### src/rtl/sort4_ctrl.sv
// Four-entry sorter driving an external combinational ALU with a fixed 6-compare bubble network.
// Build option: define SORT_SIGNED_EN for two's-complement ordering (default is unsigned).
module sort4_ctrl #(
  parameter int WIDTH = 32
) (
  input  logic             clk,
  input  logic             rst,
  input  logic             start,
  input  logic [WIDTH-1:0] x0,
  input  logic [WIDTH-1:0] x1,
  input  logic [WIDTH-1:0] x2,
  input  logic [WIDTH-1:0] x3,
  output logic [WIDTH-1:0] alu_a,
  output logic [WIDTH-1:0] alu_b,
  output logic [2:0]       alu_m,
  input  logic             alu_cf,
  input  logic             alu_zf,
  input  logic             alu_sf,
  input  logic             alu_of,
  output logic [WIDTH-1:0] s0,
  output logic [WIDTH-1:0] s1,
  output logic [WIDTH-1:0] s2,
  output logic [WIDTH-1:0] s3,
  output logic             busy,
  output logic             done,
  output logic [2:0]       swaps,
  output logic [1:0]       dbg_state
);

  // Handshake: start is a level request sampled only in IDLE; there is no ready,
  // a start seen in CMP or DONE is dropped rather than queued.
  typedef enum logic [1:0] {
    IDLE = 2'd0,
    CMP  = 2'd1,
    DONE = 2'd2
  } state_e;

  state_e           state_q, state_d;
  logic [2:0]       step_q, step_d;
  logic [2:0]       swaps_q, swaps_d;
  logic [WIDTH-1:0] r_q [4];
  logic [WIDTH-1:0] r_d [4];
  logic [1:0]       lo_idx;
  logic [1:0]       hi_idx;
  logic             gt;

  always_comb begin
    case (step_q)
      3'd1, 3'd4: lo_idx = 2'd1;
      3'd2:       lo_idx = 2'd2;
      default:    lo_idx = 2'd0;
    endcase
    hi_idx = lo_idx + 2'd1;
  end

  // Flags arrive combinationally for the pair currently on alu_a/alu_b.
`ifdef SORT_SIGNED_EN
  assign gt = ~(alu_sf ^ alu_of) & ~alu_zf;
`else
  assign gt = ~alu_cf & ~alu_zf;
`endif

  always_comb begin
    alu_a = '0;
    alu_b = '0;
    if (state_q == CMP) begin
      alu_a = r_q[lo_idx];
      alu_b = r_q[hi_idx];
    end
  end

  always_comb begin
    state_d = state_q;
    step_d  = step_q;
    swaps_d = swaps_q;
    for (int i = 0; i < 4; i++) r_d[i] = r_q[i];
    case (state_q)
      IDLE: begin
        if (start) begin
          r_d[0]  = x0;
          r_d[1]  = x1;
          r_d[2]  = x2;
          r_d[3]  = x3;
          swaps_d = 3'd0;
          step_d  = 3'd0;
          state_d = CMP;
        end
      end
      CMP: begin
        if (gt) begin
          r_d[lo_idx] = r_q[hi_idx];
          r_d[hi_idx] = r_q[lo_idx];
          swaps_d     = swaps_q + 3'd1;
        end
        if (step_q == 3'd5) begin
          state_d = DONE;
        end else begin
          step_d = step_q + 3'd1;
        end
      end
      DONE: begin
        state_d = IDLE;
      end
      default: begin
        state_d = IDLE;
      end
    endcase
  end

  always_ff @(posedge clk) begin
    if (rst) begin
      state_q <= IDLE;
      step_q  <= 3'd0;
      swaps_q <= 3'd0;
      for (int i = 0; i < 4; i++) r_q[i] <= '0;
    end else begin
      state_q <= state_d;
      step_q  <= step_d;
      swaps_q <= swaps_d;
      for (int i = 0; i < 4; i++) r_q[i] <= r_d[i];
    end
  end

  assign alu_m     = 3'b001;
  assign s0        = r_q[0];
  assign s1        = r_q[1];
  assign s2        = r_q[2];
  assign s3        = r_q[3];
  assign swaps     = swaps_q;
  assign busy      = (state_q != IDLE);
  assign done      = (state_q == DONE);
  assign dbg_state = state_q;

endmodule

### config.mk
export PLATFORM = sky130hd
export DESIGN_NAME = sort4_ctrl
export DESIGN_NICKNAME = d
export VERILOG_FILES = /design/src/rtl/sort4_ctrl.sv
export SDC_FILE = /design/constraint.sdc
export NUM_CORES = 1
export LEC_CHECK = 0
export CAP_MARGIN = 40
export CORE_MARGIN = 10
export CORE_UTILIZATION = 47
export DETAILED_ROUTE_END_ITERATION = 10
export PLACE_DENSITY_LB_ADDON = 0.05
export SLEW_MARGIN = 0
export SYNTH_ARGS = -nofsm -noshare
export SYNTH_HDL_FRONTEND = slang
export SYNTH_SLANG_ARGS = --single-unit
### constraint.sdc
create_clock -name clk -period 3.8 [get_ports clk]
set_input_delay 0.76 -clock clk [delete_from_list [all_inputs] [get_ports clk]]
set_output_delay 0.76 -clock clk [all_outputs]
set_load 0.01 [all_outputs]
; ---- After elaboration in Yosys (flattened, before gate mapping)
; Memory sizes are Yosys's and may differ from the RTL's.
; Index checks and enable logic that the tools add are counted.
[word_totals]
ff_bits = 8
latchBits = 0
ram_bits = 128
rom_bits = 0
in_bits = 135
output_inout_bits = 202
memories = 1
[classes]
add_sub_neg = 3
mul = 0
n_div = 0
order_cmp = 4
n_eq_ne = 10
n_shift = 0
n_mux = 27
bitwise_logic = 9
reduce_logical = 9
[mem_list]
columns = name, depth, width, read_ports, rd_clocked_by_memory_dff, write_ports, line
row1 = r_q, 4, 32, 6, 0, 4, 41  ; logic [WIDTH-1:0] r_q [4];
[op_table]
columns = operator, n
row1 = 128-bit bitwise mux, 2
row2 = 128-bit two-way mux, 2
row3 = 32-bit two-way mux, 8
row4 = 128-bit case mux with 2 select lines, 1
row5 = 32-bit demux with 2-bit select, 2
row6 = 3-bit case mux with 2 select lines, 2
row7 = 3-bit two-way mux, 3
row8 = 2-bit case mux with 2 select lines, 2
row9 = "3-bit by 1-bit adder with 3-bit output, second input constant", 2
row10 = "3-bit equality test, second input constant", 2
row11 = "3-bit greater-or-equal comparator, second input constant", 2
row12 = "3-bit by 1-bit less-than comparator with 1-bit output, second input constant", 2
row13 = "2-bit inequality test, second input constant", 3
row14 = 2-bit inverter with 3-bit output, 2
row15 = 3-bit AND reduction, 2
row16 = 2-bit two-way mux, 2
row17 = 1-bit bitwise OR, 4
row18 = 2-bit nonzero test, 2
row19 = "3-bit by 1-bit equality test with 1-bit output, second input constant", 1
row20 = "3-bit by 2-bit equality test with 1-bit output, second input constant", 1
row21 = 1-bit two-way mux, 3
row22 = "2-bit by 1-bit adder with 2-bit output, second input constant", 1
row23 = "2-bit by 1-bit equality test with 1-bit output, second input constant", 1
row24 = "2-bit equality test, second input constant", 1
row25 = 7 further kinds, 9

; ---- Longest topological paths before layout
[logic_depth]
word_depth = 13
mapped_depth = 15
mapped_depth_nobuf = 10

; ---- Worst setup path before layout
; Ideal clock, no wire load.
[synth_path]
path_kind = flip-flop to output port
start = reg step_q[1]
end = out alu_b[23]
arrival_ps = 2665
slack_ps = 375
stages_incl_launch_ff = 13
path_cell_list = dfxtp_1 > inv_1 > ha_1 > clkbuf_1 > mux2i_4 > buf_6 > buf_6 > inv_1 > ha_1 > clkbuf_1 > buf_2 > mux2i_1 > and2_1
[synth_between]
elab_chain_len = 6
[synth_lines]
columns = item, line
row1 = "start, declared", 39  ; logic [2:0] step_q, step_d;
row2 = "start signal, assigned", 118  ; step_q <= step_d;
row3 = 3-bit by 1-bit equality test with 1-bit output or 3-bit equality test (tied branches), 48  ; case (step_q)
row4 = 2-bit OR reduction, 48
row5 = 2-bit case mux with 2 select lines *, 48
row6 = 2-bit by 1-bit adder with 2-bit output *, 53  ; hi_idx = lo_idx + 2'd1;
row7 = memory 4 x 32 bit *, n/a
row8 = 32-bit two-way mux *, 66  ; if (state_q == CMP) begin
row9 = "end, declared", 14  ; output logic [WIDTH-1:0] alu_b,
; Mark *: on every way between the ends. The rest lies on a longest branch, timed or not.

; ---- Final worst setup path
[layout_path]
start = reg step_q[0]
end = out alu_b[24]
; The elaborated chain is that of the path after synthesis.

==> impl_metrics.sql <==
INSERT INTO impl_metrics (metric_group, metric, value, unit) VALUES
('final_layout', 'post_route_cells_drive_above_1_share', '13.8', '%'),
('worst_setup_path', 'most_frequent_cell_on_critical_path', 'mux2i_4', ''),
('clock_tree', 'clock_insertion_delay_worst_skew', '0.44', 'ns'),
('sta', 'hold_violations', '0', ''),
('synth', 'ys_ff_latch', '136', ''),
('final_layout', 'fillCellCount', '1656', ''),
('sta', 'actual_slew_at_the_worst_max_slew_pin', '0.830', 'ns'),
('clock_tree', 'max_root_sink_buffers', '2', ''),
('sta', 'rsz0062_at_grt', 'false', ''),
('sta', 'finalCriticalPeriod', '3.74', 'ns'),
('synth', 'count_of_warnings_emitted_by_yosys', '0', ''),
('place', 'dp_hpwl', '30800', 'um'),
('clock_tree', 'cts-buffers-inserted', '17', ''),
('die', 'ioPinCount', '337', ''),
('drt', 'routed_via_count_divided_by_cell_count', '6.57', ''),
('sta', 'setup_tns', '0', 'ns'),
('clock_tree', 'clock_sink_count', '136', ''),
('synth', 'synth_largest_type_area_fraction', '27.8', '%'),
('worst_setup_path', 'crit_chain', 'inv_1 -> ha_1 -> mux2i_4 -> buf_4 -> buf_8 -> mux2i_1 -> mux2i_4 -> and2_1 -> clkdlybuf4s50_1', ''),
('worst_setup_path', 'critPathKind', 'reg -> out', ''),
('synth', 'synth-seq-area-share', '27.8', '%'),
('grt', 'grt_util_all_layers', '33.3', '%'),
('drt', 'route.vias.total', '11900', ''),
('die', 'rows', '52', ''),
('final_layout', 'synth_to_final_area_change', '49.3', '%'),
('sta', 'slew_viol_final', '0', ''),
('worst_setup_path', 'worst-endpoint-required', '3.04', 'ns'),
('synth', 'synth_edf_count', '0', ''),
('synth', 'mappedNetlistArea', '9800', 'um^2'),
('die', 'initial_utilization', '48.1', '%'),
('clock_tree', 'cts_hold_repair.buffers', '0', ''),
('synth', 'synth.top_cells.by_area', 'dfxtp_1, mux2i_1, nor2_1, a221oi_1, a211oi_1', ''),
('power_and_ir_drop', 'max-vdd-ir-drop', '292', 'uV'),
('final_layout', 'stdcell_area', '14600', 'um^2'),
('synth', 'synth_largest_area_cell', 'dfxtp_1', ''),
('synth', 'post_synth_inst_count', '1223', ''),
('hold_path', 'hold_path_class', 'reg -> reg', ''),
('synth', 'synthMostInstantiatedCell', 'nor2_1', ''),
('synth', 'synth_flop_cell', 'dfxtp_1', ''),
('worst_setup_path', 'critical_path.endpoint_type', 'primary output', ''),
('final_layout', 'finish.net_count', '1675', ''),
('synth', 'synthTopCellsByCount', 'nor2_1, dfxtp_1, mux2i_1', ''),
('die', 'floorplan.die.width', '164', 'um'),
('synth', 'yosys.cell_types.count', '54', ''),
('worst_setup_path', 'worst_setup_path_startpoint', 'step_q[0]', ''),
('die', 'die_height', '164', 'um'),
('power_and_ir_drop', 'leakagePower', '5.71', 'nW'),
('die', 'design.die.area', '27000', 'um^2'),
('place', 'pre_cts_setup_slack', '0.167', 'ns'),
('sta', 'clock_skew', '0.0102', 'ns'),
('synth', 'async_flop_share', '0', '%'),
('sta', 'post-route-period-util', '98.3', '%'),
('die', 'core_area', '20400', 'um^2'),
('synth', 'syn_area_per_cell', '8.01', 'um^2'),
('sta', 'slew_headroom', '44.7', '%'),
('drt', 'drc_errors', '0', ''),
('drt', 'avgRoutedWirePerCell', '26.2', 'um'),
('drt', 'dr.pass1.iters', '8', ''),
('hold_path', 'holdCritStartpoint', 'step_q[1]', ''),
('run_status', 'run_status', 'completed', ''),
('grt', 'largest_net_degree_at_the_start_of_global_routing', '73', ''),
('place', 'placedInstanceArea', '13400', 'um^2'),
('drt', 'drt_iter0_markers', '1390', ''),
('sta', 'max_fclk', '268', 'MHz'),
('worst_setup_path', 'cp_slowest_cell', 'clkdlybuf4s50_1', ''),
('clock_tree', 'clk_transition_reported_paths', '0.06', 'ns'),
('worst_setup_path', 'critical_path.reg2reg.startpoint', 'step_q[0]', ''),
('final_layout', 'multiInputGateArea', '6740', 'um^2'),
('grt', 'number_of_antenna_violations_at_the_first_check_in_global_routing', '5', ''),
('drt', 'drt.antenna.violating_nets', '0', ''),
('worst_setup_path', 'worst_path_maximum_fanout', '32', '');
==> power by group <==
group          switching, W  internal [W]
Combinational       0.00100      0.000920
Sequential         0.000153       0.00156
Clock              0.000712       0.00118
Total               0.00187       0.00366
==> through the flow <==
stage	utilization, %	power, W	instances	hold slack, ns
final	71.9	0.00553	1816	0.499
after global placement	65.7	0.00346	1757	0.475
after global routing	71.8	0.00569	1813	0.523
after CTS	71.0	0.00546	1801	0.490
after detailed placement	65.9	0.00349	1759	0.504
after floorplan	-	0.00265	1224	0.465
==> kinds of logic after synthesis <==
family | count (synthesis) | synth area share (%)
and+or+nand+nor | 423 | 20.0
AOI/OAI and AO/OA | 394 | 31.3
buffers and inverters | 145 | 7.51
DFF | 136 | 27.8
muxes | 107 | 11.5
adders and majority gates | 12 | 1.53
xor gates and xnor gates | 4 | 0.358
other | 2 | 0.0766
==> state kept, by name (all words and copies together) (netlist names) <==
signal and cells:
r_q 128, step_q 3, swaps 3, dbg_state 2
==> worst max-delay path: cells and delay by family, from the launching register on <==
family                     cells  cell delay (ns)
buffers and inverters          4             1.03
DFF                            1             0.36
and+or+nand+nor                1             0.17
adders and majority gates      1             0.26
muxes                          3             0.68
==> layout by cell type (no fill, tap or decap), types with 15 or more instances in the layout <==
cell type / instances
nand2b_1: 45
o32ai_2: 16
a221oi_1: 68
a21oi_1: 65
inv_1: 15
dlymetal6s2s_1: 21
a311oi_1: 45
dfxtp_1: 132
mux2i_4: 23
clkdlybuf4s50_1: 273
a211oi_1: 74
o21ai_0: 16
nand2_1: 63
clkbuf_16: 17
buf_4: 69
o22ai_1: 47
nor2_1: 204
dlygate4sd2_1: 35
and2_1: 32
nor3_1: 56
mux2i_1: 73
a22oi_1: 22
==> cell type report <==
type	count	share of cell area [%]
multi-input cells	943	46.0
repair buffers	414	28.1
flip-flops and latches	136	18.6
clock buffers	20	3.05
well taps	270	2.31
clock inverters	12	1.36
inverters	16	0.410
diodes	5	0.0855
==> path summary, 6_finish.rpt <==
check / endpoint / slack [ns] / cells past startpoint
hold reg to reg: step_q[1] / 0.50 / 2
hold / removal: step_q[1] / 0.50 / 2
setup / recovery: alu_b[24] / 0.06 / 9
setup reg to reg: r_q[2][17] / 0.46 / 11
==> timing repair <==
action	4_1_cts	5_1_grt
cloned	2	0
pin swaps	2	1
gates resized for setup	88	38
buffers inserted	8	11
endpoints found under the setup margin	64	29
==> routing by layer <==
| layer | track usage [%] | up-vias | wire, um |
|---|---|---|---|
| met5 | 0 | - | 18 |
| met3 | 11.5 | 132 | 6590 |
| met4 | 14.0 | 2 | 1590 |
| met1 | 40.9 | 5644 | 17600 |
| li1 | - | 5205 | - |
| met2 | 52.2 | 952 | 21800 |
Power figures use the tool's default switching activity.
